--- src/rtl/accum_pkg.sv ---
// rtl/accum_pkg.sv - shared FSM state type and width helper for the term accumulator
package accum_pkg;

   // ACCUM absorbs terms, DONE presents a finished frame until it is taken
   typedef enum logic {
      ACCUM = 1'b0,
      DONE  = 1'b1
   } state_t;

   // Sum width that cannot overflow for nterms operands of n bits each
   function automatic int acc_width(input int n, input int nterms);
      return n + $clog2(nterms);
   endfunction

endpackage

--- src/rtl/nbit_adder.sv ---
// rtl/nbit_adder.sv - unsigned n-bit adder with carry-out on the top bit
module nbit_adder #(
   parameter int n = 8
) (
   input  logic [n-1:0] a,
   input  logic [n-1:0] b,
   output logic [n:0]   s
);

   assign s = {1'b0, a} + {1'b0, b};

endmodule

--- src/rtl/term_accumulator.sv ---
// rtl/term_accumulator.sv - sums up to NTERMS unsigned terms per frame and hands out one result
module term_accumulator
   import accum_pkg::*;
#(
   parameter int N      = 4,
   parameter int NTERMS = 4,
   localparam int W     = acc_width(N, NTERMS),
   localparam int CW    = $clog2(NTERMS + 1)
) (
   input  logic          clk,
   input  logic          rst,
   input  logic          in_valid,
   output logic          in_ready,
   input  logic [N-1:0]  in_data,
   input  logic          in_last,
   output logic          out_valid,
   input  logic          out_ready,
   output logic [W-1:0]  out_data,
   output logic [CW-1:0] out_count
);

   state_t        state;
   logic [W-1:0]  acc;
   logic [CW-1:0] cnt;
   logic [W:0]    sum_full;
   logic [W-1:0]  sum;
   logic          unused_carry;
   logic [CW-1:0] cnt_next;
   logic          xfer;
   logic          close;

   // The only adder in the block: running sum plus the zero-extended term
   nbit_adder #(.n(W)) u_adder (
      .a (acc),
      .b ({{(W-N){1'b0}}, in_data}),
      .s (sum_full)
   );

   // Carry-out can never be set since NTERMS maximal terms still fit in W bits
   assign sum          = sum_full[W-1:0];
   assign unused_carry = sum_full[W];

   assign cnt_next = cnt + CW'(1);
   assign xfer     = in_valid & in_ready;
   // A full frame and an early in_last close the frame in the same single event
   assign close    = (cnt == CW'(NTERMS - 1)) || in_last;

   // Frame FSM with registered handshake flags; reset wins over any transfer
   always_ff @(posedge clk) begin
      if (rst) begin
         state     <= ACCUM;
         acc       <= '0;
         cnt       <= '0;
         out_data  <= '0;
         out_count <= '0;
         in_ready  <= 1'b1;
         out_valid <= 1'b0;
      end else begin
         case (state)
            ACCUM: begin
               if (xfer) begin
                  acc <= sum;
                  cnt <= cnt_next;
                  if (close) begin
                     out_data  <= sum;
                     out_count <= cnt_next;
                     state     <= DONE;
                     in_ready  <= 1'b0;
                     out_valid <= 1'b1;
                  end
               end
            end
            DONE: begin
               if (out_ready) begin
                  acc       <= '0;
                  cnt       <= '0;
                  state     <= ACCUM;
                  in_ready  <= 1'b1;
                  out_valid <= 1'b0;
               end
            end
            default: begin
               state     <= ACCUM;
               in_ready  <= 1'b1;
               out_valid <= 1'b0;
            end
         endcase
      end
   end

endmodule

--- config.mk ---
export PLATFORM = sky130hd
export DESIGN_NAME = term_accumulator
export DESIGN_NICKNAME = d
export VERILOG_FILES = /design/src/rtl/accum_pkg.sv /design/src/rtl/nbit_adder.sv /design/src/rtl/term_accumulator.sv
export SDC_FILE = /design/constraint.sdc
export NUM_CORES = 1
export LEC_CHECK = 0
export CORE_AREA = 2 2 51 53
export CTS_BUF_LIST = sky130_fd_sc_hd__clkbuf_4
export DETAILED_ROUTE_END_ITERATION = 10
export DIE_AREA = 0 0 53 55
export PLACE_DENSITY = 0.77
export SLEW_MARGIN = 25
export SYNTH_ARGS = -nofsm -noshare
export SYNTH_HDL_FRONTEND = slang
export SYNTH_HIERARCHICAL = 1
export SYNTH_SLANG_ARGS = --single-unit
--- constraint.sdc ---
create_clock -name clk -period 2.29 [get_ports clk]
set_clock_uncertainty 0.2 [all_clocks]
set_input_delay 0.458 -clock clk [delete_from_list [all_inputs] [get_ports clk]]
set_output_delay 0.458 -clock clk [all_outputs]
set_load 0.01 [all_outputs]
# == Yosys cells after proc, flatten, opt, wreduce, memory -nomap -nowiden ==
# Index checks and enable logic that the tools add are counted.
# op_classes
addsub,2
n_eq_ne,4
mux,18
n_bitwise,2
reduce_logical,4
# op_table
operator,n
$mux W6,2
$pmux W6 S2,1
$mux W1,9
$add A6 B4 Y6,1
$mux W3,2
$ne A2 B2 Y1 const B,3
$pmux W1 S2,3
$pmux W3 S2,1
$reduce_and A3 Y1,2
$add A3 B1 Y3 const B,1
$eq A3 B2 Y1 const B,1
$reduce_and A2 Y1,1
$and A1 B1 Y1,1
$logic_or A1 B1 Y1,1
$not A1 Y1,1
# word_totals
wordCells,37
register_bits,21

# == Depth between registers and ports, before layout ==
# Gate-level depths: netlist (run 1).
# logic_depth
depth_word,5
depth_mapped,8
mapped_depth_nobuf,8

# == By module ==
# The synthesis (run 1) kept the hierarchy.
# modules_own_cells
module,seq_area_each_um2,n_inst,area_per_inst_um2,cells_per_inst
term_accumulator,420.4,1,955.9,95
nbit_adder,0.0,1,242.7,28

# == Worst setup path before layout (run 1) ==
# Ideal clock, no wire load.
# synth_timing
path_kind,input -> register
startpoint,input port in_data[0]
endpoint,register out_data[4]
slack_ps,340
n_path_buf,0
t_required_ps,2019
cell_stages,8
setup_time_ps,71
arrival_ps,1679
cell_sequence,ha_1 > inv_1 > fa_1 > nor2b_4 > o21ai_0 > a21oi_1 > nand3b_1 > a21oi_1
# synth_via
elab_chain_cells,1
# synth_lines
item,line,source
"start, declared",term_accumulator.sv:14,"input logic [N-1:0] in_data,"
$add A6 B4 Y6,nbit_adder.sv:10,"assign s = {1'b0, a} + {1'b0, b};"
named net sum_full[4],term_accumulator.sv:25,logic [W:0] sum_full;
"end signal, assigned",term_accumulator.sv:65,out_data <= sum;
"end, declared",term_accumulator.sv:18,"output logic [W-1:0] out_data,"
# The timed path passes the listed nets, and every way through them passes these cells.
# A chain may end at the register's enable or synchronous reset.

# == Worst setup path after layout (run 1) ==
# Same ends and word-level chain as after synthesis.

==> results.py, run 1 <==
metrics = {
    "floorplanning": {
        "num_rows": 18,
        "fp.coreArea_um2": 2360,
        "die_w_um": 53,
        "initial_core_util_pct": 50.1,
        "ioPinCount": 20,
        "die_area_um2": 2920,
        "die_y_um": 55,
    },
    "finish": {
        "drive_gt1_share_pct": 23.8,
        "multi_input_area_um2": 697,
        "antenna_cells": 0,
        "num-fill-cells": 221,
        "layout.nets": 166,
        "regArea_um2": 420,
        "syn_to_final_growth_pct": 23.7,
    },
    "global_routing": {
        "grt_overflow": 0,
        "grt_pass1_wl_mm": 3.98,
        "grt_pass1_vias": 958,
        "grtUsageTotal_pct": 18.9,
        "antenna_found_initial": 0,
        "grt_max_degree": 20,
    },
    "clocking": {
        "clk_pin_slew_worst_paths_ns": 0.11,
        "ctsHoldBuffers": 0,
        "post-cts-setup-buffers": 0,
        "cts_inserted_buffers": 3,
        "cts_resized": 0,
        "cts_tree": "built",
        "clk_latency_ns": 0.30,
        "cts-root-buf": "clkbuf_4",
        "cts_buffer_depth": 2,
        "clkSinkCount": 21,
        "h-tree-depth": 1,
    },
    "route": {
        "drtAntennaViolNets": 0,
        "drt_iter0_drc": 7,
        "first_pass_iters": 2,
        "via_per_inst": 5.29,
        "drc_errors": 0,
        "vias": 937,
        "avgRoutedWirePerCell_um": 13.5,
        "totalWireLength_mm": 2.38,
    },
    "timing": {
        "max_freq_mhz": 461,
        "whs_ns": 0.269,
        "final-setup-viol-count": 0,
        "finalSetupTns_ns": 0,
        "finalHoldViolations": 0,
        "period_share_pct": 94.7,
        "rsz0062_at_grt": "no",
        "min_period_ns": 2.17,
        "drv_slew": 0,
    },
    "setup_path": {
        "crit_fanout": 2,
        "cp.required_ns": 2.33,
        "rr_worst_depth": 8,
        "cp-start-kind": "input port",
        "end_kind": "flip-flop",
        "cp.arrival_ns": 2.21,
        "crit_type": "in -> reg",
    },
    "outcome": {
        "status": "completed",
    },
    "place": {
        "hpwlAfterDp_mm": 1.80,
        "io_buffers": 19,
        "gp_congestion": 0.725,
    },
    "pwr": {
        "p_leak_uw": 0.000589,
        "power_density_nw_per_um2": 594,
        "irDropWorstVdd_uv": 454,
    },
    "run": {
        "drv_cap": 0,
    },
    "hold_path": {
        "hold_class": "reg -> reg",
        "whs_path_depth": 2,
    },
    "synthesis": {
        "synth_area_um2": 1180,
        "ys.warnings.count": 6,
        "syn_inst": 121,
        "syn_area_per_cell_um2": 9.78,
    },
}
-- critical path, stage by stage --
cell and delay [ns]:
clkdlybuf4s50_1 0.46, ha_1 0.17, inv_1 0.06, fa_1 0.43, nor2b_4 0.13, o21ai_0 0.08, a21oi_1 0.20, nand3b_1 0.10
a21oi_1 0.13
-- registers in the layout, indices dropped and copies added, names as in the netlist --
| name | flops |
|---|---|
| out_data | 6 |
| state | 1 |
| acc | 6 |
| out_valid | 1 |
| in_ready | 1 |
| cnt | 3 |
| out_count | 3 |
-- power by group --
| group | internal [uW] | switching, uW | leakage (uW) |
|---|---|---|---|
| Sequential | 396 | 19.0 | 0.000172 |
| Combinational | 141 | 138 | 0.000399 |
| Clock | 65.1 | 110 | 0.0000177 |
-- metal layers --
layer / up-vias / GRT usage [%] / share of wire [%]
li1: 477 / - / -
met1: 440 / 21.5 / 45
met2: 16 / 34.8 / 51
met3: 4 / 2.69 / 2.9
met4: 0 / 8.97 / 1.5
met5: - / 0 / 0
-- final cells by class --
cell class                 instances  area share, %
multi-input combinational         90           47.6
clock buffer                       3           1.54
tap                               30           2.56
sequential                        21           28.7
timing repair buffer              27           17.9
inverter                           5           1.28
clock inverter                     1          0.342
-- placed cells by master, fill, tap and decap left out, types with 3 or more instances in the layout --
cell type        instances
buf_4                    7
dfxtp_1                 21
a21oi_2                 11
nand3b_1                 4
xnor2_1                  3
nand2_1                  5
clkbuf_4                 3
o21ai_0                 10
a21oi_1                 11
ha_1                     8
nand2b_1                 3
clkdlybuf4s50_1         19
nand2_2                  4
inv_1                    5
nand3b_4                 4
nand3_1                  9
-- through the flow --
stage	area, um2	instances	util [%]	setup WS [ns]	total power [uW]
global placement	1440	173	60.7	-0.141	693
global route	1460	177	61.9	0.0288	927
CTS	1460	177	61.9	0.116	882
finish	1460	177	61.9	0.121	870
floorplan	1190	122	-	0.340	612
detailed placement	1440	173	60.7	-0.216	704
-- path summary, 6_finish.rpt --
path	from	endpoint	slack, ns
worst max-delay path	in_data[0]	out_data[4]	0.12
worst min-delay path	out_valid	out_valid	0.27
worst max register to register	acc[0]	out_data[4]	0.37
worst min register to register	out_valid	out_valid	0.27
(Power assumes the default switching activity.)
==> run 2, diff against run 1 <==
--- a/config.mk
+++ b/config.mk
@@ -5,6 +5,7 @@
 export SDC_FILE = /design/constraint.sdc
 export NUM_CORES = 1
 export LEC_CHECK = 0
+export CAP_MARGIN = 30
 export CORE_AREA = 2 2 51 53
 export CTS_BUF_LIST = sky130_fd_sc_hd__clkbuf_4
 export DETAILED_ROUTE_END_ITERATION = 10
==> results of run 2 <==
No change in the layout: final DEF, timing and power equal those of run 1.
==> run 3, diff against run 2 <==
--- a/config.mk
+++ b/config.mk
@@ -6,11 +6,11 @@
 export NUM_CORES = 1
 export LEC_CHECK = 0
 export CAP_MARGIN = 30
-export CORE_AREA = 2 2 51 53
+export CORE_AREA = 2 2 49 51
 export CTS_BUF_LIST = sky130_fd_sc_hd__clkbuf_4
 export DETAILED_ROUTE_END_ITERATION = 10
-export DIE_AREA = 0 0 53 55
-export PLACE_DENSITY = 0.77
+export DIE_AREA = 0 0 51 53
+export PLACE_DENSITY = 0.83
 export SLEW_MARGIN = 25
 export SYNTH_ARGS = -nofsm -noshare
 export SYNTH_HDL_FRONTEND = slang
==> constraint.sdc (replaced) <==
create_clock -name clk -period 2.5 [get_ports clk]
set_clock_uncertainty 0.2 [all_clocks]
set_input_delay 0.5 -clock clk [delete_from_list [all_inputs] [get_ports clk]]
set_output_delay 0.5 -clock clk [all_outputs]
set_load 0.01 [all_outputs]
==> run 3 against run 2 <==
  * Clock-buffer cell count up 1
  * First-iteration DRC count grew to 2.6 times the previous value
  * Die area down 7.3%
  * Non-clock buffer count decreased by 4
  * Register-to-register slack improved by 0.26 ns
  * Wire length fell by 5.8%
  * Via count down 1.4%
  * Power shrank 8.6%
  * Global-route usage increased by 0.26 points
  * Hold slack better by 0.00071 ns
==> results.py, run 3 (same netlist as run 1, synthesis figures left out) <==
metrics = {
    "outcome": {
        "status": "completed",
    },
    "clocking": {
        "clk_pin_slew_worst_paths_ns": 0.12,
        "h-tree-depth": 1,
        "ctsHoldBuffers": 0,
        "cts_resized": 0,
        "cts_tree": "built",
        "post-cts-setup-buffers": 0,
        "cts_buffer_depth": 2,
        "cts_inserted_buffers": 3,
        "clk_latency_ns": 0.31,
        "cts-root-buf": "clkbuf_4",
        "clkSinkCount": 21,
    },
    "global_routing": {
        "grt_pass1_vias": 837,
        "grtUsageTotal_pct": 19.1,
        "grt_overflow": 0,
        "grt_max_degree": 20,
        "antenna_found_initial": 0,
        "grt_pass1_wl_mm": 3.80,
    },
    "route": {
        "drt_iter0_drc": 18,
        "vias": 924,
        "first_pass_iters": 4,
        "avgRoutedWirePerCell_um": 13.1,
        "via_per_inst": 5.40,
        "drc_errors": 0,
        "totalWireLength_mm": 2.24,
        "drtAntennaViolNets": 0,
    },
    "setup_path": {
        "crit_type": "in -> reg",
        "cp.arrival_ns": 2.22,
        "cp.required_ns": 2.55,
        "crit_chain": "clkdlybuf4s50_1 > ha_1 > inv_1 > fa_1 > nor2b_4 > o21ai_0 > a21oi_1 > nand3b_1 > a21oi_1",
        "cp_slowest_cell": "clkdlybuf4s50_1",
        "crit_fanout": 2,
        "cp_common_cell": "a21oi_1",
        "cp-start-kind": "input port",
        "end_kind": "flip-flop",
        "slowest_delay_ns": 0.46,
    },
    "timing": {
        "finalHoldViolations": 0,
        "rsz0062_at_grt": "no",
        "min_period_ns": 2.17,
        "finalSetupTns_ns": 0,
        "final-setup-viol-count": 0,
        "drv_slew": 0,
        "max_freq_mhz": 461,
        "period_share_pct": 86.8,
    },
    "place": {
        "io_buffers": 19,
        "hpwlAfterDp_mm": 1.64,
        "gp_congestion": 0.756,
        "post_dp_cell_area_um2": 1390,
        "dp.cells": 167,
    },
    "pwr": {
        "power_frac_seq_pct": 47.8,
        "p_int_uw": 550,
        "p_leak_uw": 0.000566,
        "power_density_nw_per_um2": 559,
        "pwr-share-clk_pct": 22.7,
        "p_sw_share_pct": 30.9,
        "pwr-share-comb_pct": 29.5,
        "switchingPower_uw": 245,
        "irDropWorstVdd_uv": 369,
    },
    "finish": {
        "reg_top3": "acc: 6 flops, out_data: 6 flops",
        "drive_gt1_share_pct": 21.7,
        "multi_input_area_um2": 697,
        "antenna_cells": 0,
        "syn_to_final_growth_pct": 20.1,
        "layout_commonest_cell": "dfxtp_1",
        "final_cells": 171,
        "layout.nets": 162,
        "regArea_um2": 420,
        "num-fill-cells": 194,
        "final_cell_mix": "21 x dfxtp_1, 19 x clkdlybuf4s50_1, 11 x a21oi_2, 11 x a21oi_1, 10 x o21ai_0",
        "fin_area_um2": 1420,
    },
    "hold_path": {
        "hold_class": "reg -> reg",
    },
    "floorplanning": {
        "ioPinCount": 20,
        "initial_core_util_pct": 55.1,
        "die_w_um": 51,
        "die_y_um": 53,
        "die_area_um2": 2700,
        "num_rows": 17,
        "fp.coreArea_um2": 2150,
    },
    "run": {
        "drv_cap": 0,
    },
}
-- run 3: cell types whose count changed in the layout (fill, tap and decap cells not counted) --
cell | previous run | this run
clkinv_2 | 1 | 0
clkbuf_4 | 3 | 4
buf_4 | 7 | 4
buf_12 | 1 | 0
-- run 3: routing by layer --
| metal | routed length [um] | GRT usage (%) |
|---|---|---|
| met5 | 0 | 0 |
| met4 | 34 | 10.8 |
| met3 | 61 | 1.69 |
| met2 | 1070 | 30.7 |
| met1 | 1080 | 25.1 |
-- run 3: final timing paths --
check        startpoint          end  slack [ns]  cells after the start
max          in_data[0]  out_data[4]        0.33                      9
min           out_valid    out_valid        0.27                      2
max reg2reg      acc[0]  out_data[4]        0.63                      8
min reg2reg   out_valid    out_valid        0.27                      2
-- run 3: critical path, delay by kind of cell --
family | cells | cell delay, ns
and+or+nand+nor | 2 | 0.23
adders and majority gates | 2 | 0.58
buffers and inverters | 2 | 0.51
AOI/OAI and AO/OA | 3 | 0.39
-- run 3: through the flow --
stage               setup slack [ns]  hold slack [ns]  power (uW)  util (%)
floorplan                      0.508            0.248         561         -
global placement              0.0224            0.244         616      64.8
detailed placement           -0.0137            0.256         623      64.8
CTS                            0.319            0.274         803      66.2
global route                   0.204            0.290         835      66.2
finish                         0.331            0.269         795      66.2
-- run 3: cell type report --
type	instances	area share [%]
inverter	5	1.32
timing repair buffer	23	15.5
clock buffer	4	2.11
tap	28	2.46
sequential	21	29.6
multi-input combinational	90	49.0
-- run 3: power by group through the flow --
stage	Combinational [uW]	Clock, uW	Sequential (uW)
6_report	234	180	380
5_1_grt	258	192	385
4_1_cts	236	186	381
3_5_place_dp	235	0	388
3_3_place_gp	229	0	387
2_1_floorplan	170	0	391
